File: src/rtl/seg7_pkg.sv
// Shared types, segment patterns and helper functions for the seg7_scan_bcd display driver.
package seg7_pkg;

    typedef enum logic [1:0] {
        IDLE    = 2'd0,
        CONVERT = 2'd1,
        COMMIT  = 2'd2
    } state_t;

    // Active-low cathode patterns, bit order {g,f,e,d,c,b,a}
    localparam logic [6:0] SEG_0     = 7'b1000000;
    localparam logic [6:0] SEG_1     = 7'b1111001;
    localparam logic [6:0] SEG_2     = 7'b0100100;
    localparam logic [6:0] SEG_3     = 7'b0110000;
    localparam logic [6:0] SEG_4     = 7'b0011001;
    localparam logic [6:0] SEG_5     = 7'b0010010;
    localparam logic [6:0] SEG_6     = 7'b0000010;
    localparam logic [6:0] SEG_7     = 7'b1111000;
    localparam logic [6:0] SEG_8     = 7'b0000000;
    localparam logic [6:0] SEG_9     = 7'b0010000;
    localparam logic [6:0] SEG_BLANK = 7'b1111111;
    localparam logic [6:0] SEG_DASH  = 7'b0111111;

    function automatic logic [6:0] seg_decode(input logic [3:0] nib);
        logic [6:0] pat;
        case (nib)
            4'd0:    pat = SEG_0;
            4'd1:    pat = SEG_1;
            4'd2:    pat = SEG_2;
            4'd3:    pat = SEG_3;
            4'd4:    pat = SEG_4;
            4'd5:    pat = SEG_5;
            4'd6:    pat = SEG_6;
            4'd7:    pat = SEG_7;
            4'd8:    pat = SEG_8;
            4'd9:    pat = SEG_9;
            default: pat = SEG_BLANK;
        endcase
        return pat;
    endfunction

    // Largest value representable on n decimal digits
    function automatic logic [31:0] pow10_max(input int unsigned n);
        logic [31:0] p;
        p = 32'd1;
        for (int unsigned i = 0; i < n; i++) begin
            p = p * 32'd10;
        end
        return p - 32'd1;
    endfunction

endpackage

File: src/rtl/seg7_dd_core.sv
// Serial double-dabble datapath: shift/add-3 register, bit counter and done pulse.
module seg7_dd_core
    import seg7_pkg::*;
#(
    parameter int DATA_W = 4,
    parameter int DIGITS = 2
) (
    input  logic                clk,
    input  logic                rst_n,
    input  logic                start,
    input  logic                shift_en,
    input  logic [DATA_W-1:0]   bin_in,
    output logic [4*DIGITS-1:0] bcd,
    output logic                done
);

    localparam int BCD_W = 4 * DIGITS;
    localparam int CNT_W = (DATA_W > 1) ? $clog2(DATA_W) : 1;

    logic [DATA_W-1:0] shift_r;
    logic [BCD_W-1:0]  bcd_r;
    logic [CNT_W-1:0]  cnt_r;
    logic [BCD_W-1:0]  adj_s;

    // Add-3 correction on every nibble that would exceed 9 after the shift
    always_comb begin
        adj_s = bcd_r;
        for (int k = 0; k < DIGITS; k++) begin
            if (bcd_r[4*k +: 4] >= 4'd5) begin
                adj_s[4*k +: 4] = bcd_r[4*k +: 4] + 4'd3;
            end else begin
                adj_s[4*k +: 4] = bcd_r[4*k +: 4];
            end
        end
    end

    // Capture, shift and bit-count register
    always_ff @(posedge clk or negedge rst_n) begin
        if (!rst_n) begin
            shift_r <= '0;
            bcd_r   <= '0;
            cnt_r   <= '0;
        end else if (start) begin
            shift_r <= bin_in;
            bcd_r   <= '0;
            cnt_r   <= '0;
        end else if (shift_en) begin
            bcd_r   <= {adj_s[BCD_W-2:0], shift_r[DATA_W-1]};
            shift_r <= shift_r << 1;
            cnt_r   <= cnt_r + {{(CNT_W-1){1'b0}}, 1'b1};
        end else begin
            shift_r <= shift_r;
            bcd_r   <= bcd_r;
            cnt_r   <= cnt_r;
        end
    end

    assign bcd  = bcd_r;
    assign done = shift_en && (cnt_r == CNT_W'(DATA_W - 1));

endmodule

File: src/rtl/seg7_scan_bcd.sv
// Binary-to-BCD multiplexed seven-segment driver; define SEG7_BLANK_EN for leading-zero blanking.
module seg7_scan_bcd
    import seg7_pkg::*;
#(
    parameter int DATA_W      = 4,
    parameter int DIGITS      = 2,
    parameter int REFRESH_DIV = 50000
) (
    input  logic              clk,
    input  logic              rst,
    input  logic              load,
    input  logic [DATA_W-1:0] data_in,
    output logic              busy,
    output logic              ovf,
    output logic [6:0]        seg,
    output logic [DIGITS-1:0] an
);

    localparam int          BCD_W     = 4 * DIGITS;
    localparam int          REF_W     = $clog2(REFRESH_DIV);
    localparam int          IDX_W     = (DIGITS > 1) ? $clog2(DIGITS) : 1;
    localparam logic [31:0] OVF_LIMIT = pow10_max(DIGITS);

    state_t             state_r, next_s;
    logic               capture_s, shift_en_s, commit_s, done_s;
    logic [BCD_W-1:0]   scratch_s;
    logic [BCD_W-1:0]   disp_r;
    logic               ovf_cap_r, ovf_r, busy_r;
    logic [REF_W-1:0]   ref_cnt_r;
    logic [IDX_W-1:0]   idx_r;
    logic [3:0]         nib_a [DIGITS];
    logic [DIGITS-1:0]  blank_s;
    logic [6:0]         seg_s, seg_r;
    logic [DIGITS-1:0]  an_s, an_r;

    seg7_dd_core #(.DATA_W(DATA_W), .DIGITS(DIGITS)) u_core (
        .clk      (clk),
        .rst_n    (rst),
        .start    (capture_s),
        .shift_en (shift_en_s),
        .bin_in   (data_in),
        .bcd      (scratch_s),
        .done     (done_s)
    );

    // FSM state register
    always_ff @(posedge clk or negedge rst) begin
        if (!rst) begin
            state_r <= IDLE;
        end else begin
            state_r <= next_s;
        end
    end

    // FSM next-state logic
    always_comb begin
        next_s = state_r;
        case (state_r)
            IDLE:    if (load) next_s = CONVERT; else next_s = IDLE;
            CONVERT: if (done_s) next_s = COMMIT; else next_s = CONVERT;
            COMMIT:  next_s = IDLE;
            default: next_s = IDLE;
        endcase
    end

    // FSM control strobes
    always_comb begin
        capture_s  = 1'b0;
        shift_en_s = 1'b0;
        commit_s   = 1'b0;
        case (state_r)
            IDLE:    capture_s  = load;
            CONVERT: shift_en_s = 1'b1;
            COMMIT:  commit_s   = 1'b1;
            default: capture_s  = 1'b0;
        endcase
    end

    // Handshake, overflow and display registers; overflow is judged on the raw captured value
    always_ff @(posedge clk or negedge rst) begin
        if (!rst) begin
            busy_r    <= 1'b0;
            ovf_cap_r <= 1'b0;
            ovf_r     <= 1'b0;
            disp_r    <= '0;
        end else begin
            busy_r <= (next_s != IDLE);
            if (capture_s) begin
                ovf_cap_r <= ({{(32-DATA_W){1'b0}}, data_in} > OVF_LIMIT);
            end else begin
                ovf_cap_r <= ovf_cap_r;
            end
            if (commit_s) begin
                disp_r <= scratch_s;
                ovf_r  <= ovf_cap_r;
            end else begin
                disp_r <= disp_r;
                ovf_r  <= ovf_r;
            end
        end
    end

    // Refresh divider and digit index
    always_ff @(posedge clk or negedge rst) begin
        if (!rst) begin
            ref_cnt_r <= '0;
            idx_r     <= '0;
        end else if (ref_cnt_r == REF_W'(REFRESH_DIV - 1)) begin
            ref_cnt_r <= '0;
            if (idx_r == IDX_W'(DIGITS - 1)) begin
                idx_r <= '0;
            end else begin
                idx_r <= idx_r + {{(IDX_W-1){1'b0}}, 1'b1};
            end
        end else begin
            ref_cnt_r <= ref_cnt_r + {{(REF_W-1){1'b0}}, 1'b1};
            idx_r     <= idx_r;
        end
    end

    for (genvar k = 0; k < DIGITS; k++) begin : g_nib
        assign nib_a[k] = disp_r[4*k +: 4];
    end

    // Leading-zero mask: digit k>0 blanks when it and every higher digit are zero
    always_comb begin
        blank_s = '0;
`ifdef SEG7_BLANK_EN
        begin
            logic zero_above;
            zero_above = 1'b1;
            for (int k = DIGITS - 1; k > 0; k--) begin
                zero_above = zero_above && (nib_a[k] == 4'd0);
                blank_s[k] = zero_above;
            end
        end
`endif
    end

    // Digit mux and decode
    always_comb begin
        an_s = ~(DIGITS'(1) << idx_r);
        if (ovf_r) begin
            seg_s = SEG_DASH;
        end else if (blank_s[idx_r]) begin
            seg_s = SEG_BLANK;
        end else begin
            seg_s = seg_decode(nib_a[idx_r]);
        end
    end

    // Registered pin drivers
    always_ff @(posedge clk or negedge rst) begin
        if (!rst) begin
            seg_r <= SEG_BLANK;
            an_r  <= '1;
        end else begin
            seg_r <= seg_s;
            an_r  <= an_s;
        end
    end

    assign busy = busy_r;
    assign ovf  = ovf_r;
    assign seg  = seg_r;
    assign an   = an_r;

endmodule
File: config.mk
export PLATFORM = sky130hd
export DESIGN_NAME = seg7_scan_bcd
export DESIGN_NICKNAME = d
export VERILOG_FILES = /design/src/rtl/seg7_pkg.sv /design/src/rtl/seg7_dd_core.sv /design/src/rtl/seg7_scan_bcd.sv
export SDC_FILE = /design/constraint.sdc
export NUM_CORES = 1
export LEC_CHECK = 0
export CORE_ASPECT_RATIO = 0.6
export CORE_MARGIN = 2
export CORE_UTILIZATION = 46
export CTS_BUF_LIST = sky130_fd_sc_hd__clkbuf_8
export DETAILED_ROUTE_END_ITERATION = 8
export PLACE_DENSITY = 0.7
export SLEW_MARGIN = 20
export SYNTH_ARGS = -nofsm -noshare
export SYNTH_HDL_FRONTEND = slang
export SYNTH_SLANG_ARGS = --single-unit
export TNS_END_PERCENT = 50
File: constraint.sdc
create_clock -name clk -period 5.2 [get_ports clk]
set_input_delay 1.04 -clock clk [delete_from_list [all_inputs] [get_ports clk]]
set_output_delay 1.04 -clock clk [all_outputs]
set_load 0.01 [all_outputs]
==> results.ini <==
[yosys]
synthDominantCellAreaShare_pct=43.4
synth_nets=240
syn-cell-area_sq_mm=0.00242
synth_edf_count=0
ys_top_cells_by_area=dfrtp_1 43%, dfstp_2 9.8%, ha_1 5.7%
yosys.area.top_type=dfrtp_1
yosys-top-cells-count=42 x dfrtp_1, 23 x nor2_1, 14 x a21oi_1
synthCells=222
yosys_warnings=0
yosysSeqAreaShare_pct=53.2
synth_ff_type=dfrtp_1
synthArstFlopShare_pct=100
ys_types=34
yosysMostFrequentCell=dfrtp_1
ys_seq_elements=51
avgSynthCellArea_sq_um=10.9

[floorplan]
die_height_um=60.2
start_util_pct=47.9
die_area_sq_mm=0.00588
dieWidth_um=97.6
num_io_pins=18
core.rowCount=20
coreArea_sq_mm=0.00505

[timing]
max_freq_mhz=417
final-hold-violation-count=0
finalCritPeriodShare_pct=46.1
finalSetupViolCount=0
setup_slack_ps=2800
worstMarginPinSlew_ps=716
slew_headroom_pct=52.2
tns_ps=0
rsz0062_at_grt=no
worst_clock_skew_ps=12.6
final.min_clock_period_ps=2400
slew_viol_final=0

[power_and_ir_drop]
clkPwrFrac_pct=21.4
seqPwrFrac_pct=43.7
p_total_mw=1.37
leakagePower_nw=1.23
pwr-share-comb_pct=34.9
intPower_uw=908
pwr_density_cell_mw_per_mm2=496
p_sw_share_pct=33.5
p_switching_uw=458
max-vdd-ir-drop_v=0.000153

[flow_run]
maxCapViolCount=0

[worst_setup_path]
slowest_delay_ps=530
r2r.worst_path.cells=5
cp_slowest_cell=dfstp_2
cp-end-kind=primary output
path_depth=1
r2r_start=ref_cnt_r[0]
worstSetupPathType=reg -> out
r2r_slack_ps=3130
cp_data_arrival_time_ps=1360
critical_path_buf_inv_count=1
startpoint_type=register
crit_chain=clkdlybuf4s50_1
path_max_fanout=1
reg2reg_to=ref_cnt_r[1]
required_ps=4160
worst_path_dominant_cell_family=flip-flops

[cts]
cts_tree=yes
post_cts_buffers=0
cts_max_path_buffers=2
path_clk_slew_ps=100
ctsResizeCount=0
root_buffer=clkbuf_8
postCtsHoldBufs=0
cts_made_buffers=5
clock_latency_ps=310
clock_sinks=51
h-tree-depth=2

[min_path]
hp-start=ref_cnt_r[0]
holdPathStages=1
worstHoldEndpoint=ref_cnt_r[0]
hold_class=reg -> reg

[drt]
finalWirelength_mm=4.30
met1Wirelength_mm=2.25
drcViolationCount=0
routedWlPerCell_um=14.1
wl_met3_um=184
top_layer=met4
first_pass_iters=5
routed_via_density=5.38
met2_length_mm=1.81
drtIter0Drc=104
num_vias=1645
ant_nets=0

[finish]
diodes=0
instances_no_fill=306
nets=257
area_growth_pct=13.9
drive_above_1_share_pct=13.8
num-fill-cells=445

[global_route]
grt_pass1_vias=1582
grt_overflow=0
grt_max_degree=52
antenna_found_initial=0
grt_pass1_wl_mm=7.76
grt.total_usage_pct=17.0

[status]
status=finished clean

[placement]
gp_congestion=0.818
portBuffers=16
hpwl_mm=3.05
preCtsSetupSlack_ps=2610
placed_cells=298

[layer usage]
metal  global-route usage, %  vias up
li1                        -      793
met1                    24.4      819
met2                    25.0       27
met3                    4.44        6
met4                    6.75        0
met5                       0        -
[how the worst max path moves through the flow]
stage	start	end	slack, ps
floorplan	ref_cnt_r[0]	ref_cnt_r[1]	3420
CTS	seg[3]	seg[3]	2790
detailed placement	load	u_core.bcd[1]	2610
global route	seg[3]	seg[3]	2750
global placement	load	u_core.bcd[5]	2700
finish	seg[3]	seg[3]	2800
[registers in the layout, summed over array words and instances, names as in the netlist]
| name | count |
|---|---|
| idx_r | 1 |
| ref_cnt_r | 16 |
| u_core.shift_r | 4 |
| u_core.cnt_r | 2 |
| seg | 7 |
| busy | 1 |
| disp_r | 8 |
| u_core.bcd | 8 |
| an | 2 |
| state_r | 2 |
[placed cells by master, fill, tap and decap left out, types with 2 or more instances in the layout]
cell type | Yosys | layout
a22oi_1 | 3 | 3
ha_1 | 11 | 11
a21oi_1 | 14 | 14
dfstp_2 | 9 | 9
nand4_1 | 4 | 4
nand2_1 | 10 | 10
o22ai_1 | 3 | 3
mux2i_1 | 5 | 5
xor2_1 | 7 | 7
clkbuf_8 | 0 | 6
nand2b_1 | 5 | 5
nor4_1 | 4 | 4
a22o_1 | 4 | 4
dfrtp_1 | 42 | 42
nor2_1 | 23 | 23
or2_2 | 2 | 2
nor3_1 | 2 | 2
xnor2_1 | 11 | 11
mux2_2 | 10 | 10
nand3_1 | 8 | 8
o21ai_0 | 10 | 10
clkdlybuf4s50_1 | 0 | 15
inv_1 | 12 | 12
nor2b_1 | 7 | 7
[through the flow]
stage	utilization [%]	hold slack (ps)	area [sq um]
6_report	54.5	504	2760
5_1_grt	54.5	537	2760
4_1_cts	54.5	506	2760
3_5_place_dp	52.1	494	2630
3_3_place_gp	52.1	481	2630
2_1_floorplan	-	353	2420
[kinds of logic after synthesis]
family                   synth area share, %
XOR/XNOR                                6.51
multiplexers                            6.72
adder cells (fa/ha/maj)                 5.69
AND/OR/NAND/NOR                         14.9
AO/OA/AOI/OAI                           9.82
flip-flops                              53.2
other                                  0.155
buffers and inverters                   2.95
[power by group through the flow]
stage	clock [mW]	sequential, mW	combinational, mW
finish	0.292	0.597	0.476
floorplan	0	0.589	0.334
CTS	0.298	0.599	0.479
global route	0.313	0.614	0.543
global placement	0	0.601	0.459
detailed placement	0	0.606	0.475
[area by class of cell]
type / instances / area (sq um) / share of cell area, %
multi-input combinational: 153 / 1060 / 38.5
sequential: 51 / 1290 / 46.7
timing repair buffer: 16 / 158 / 5.72
clock inverter: 2 / 38.8 / 1.41
clock buffer: 6 / 82.6 / 3.00
tap: 66 / 82.6 / 3.00
inverter: 12 / 45.0 / 1.63
Note: power is estimated with default switching activity, not from simulation.
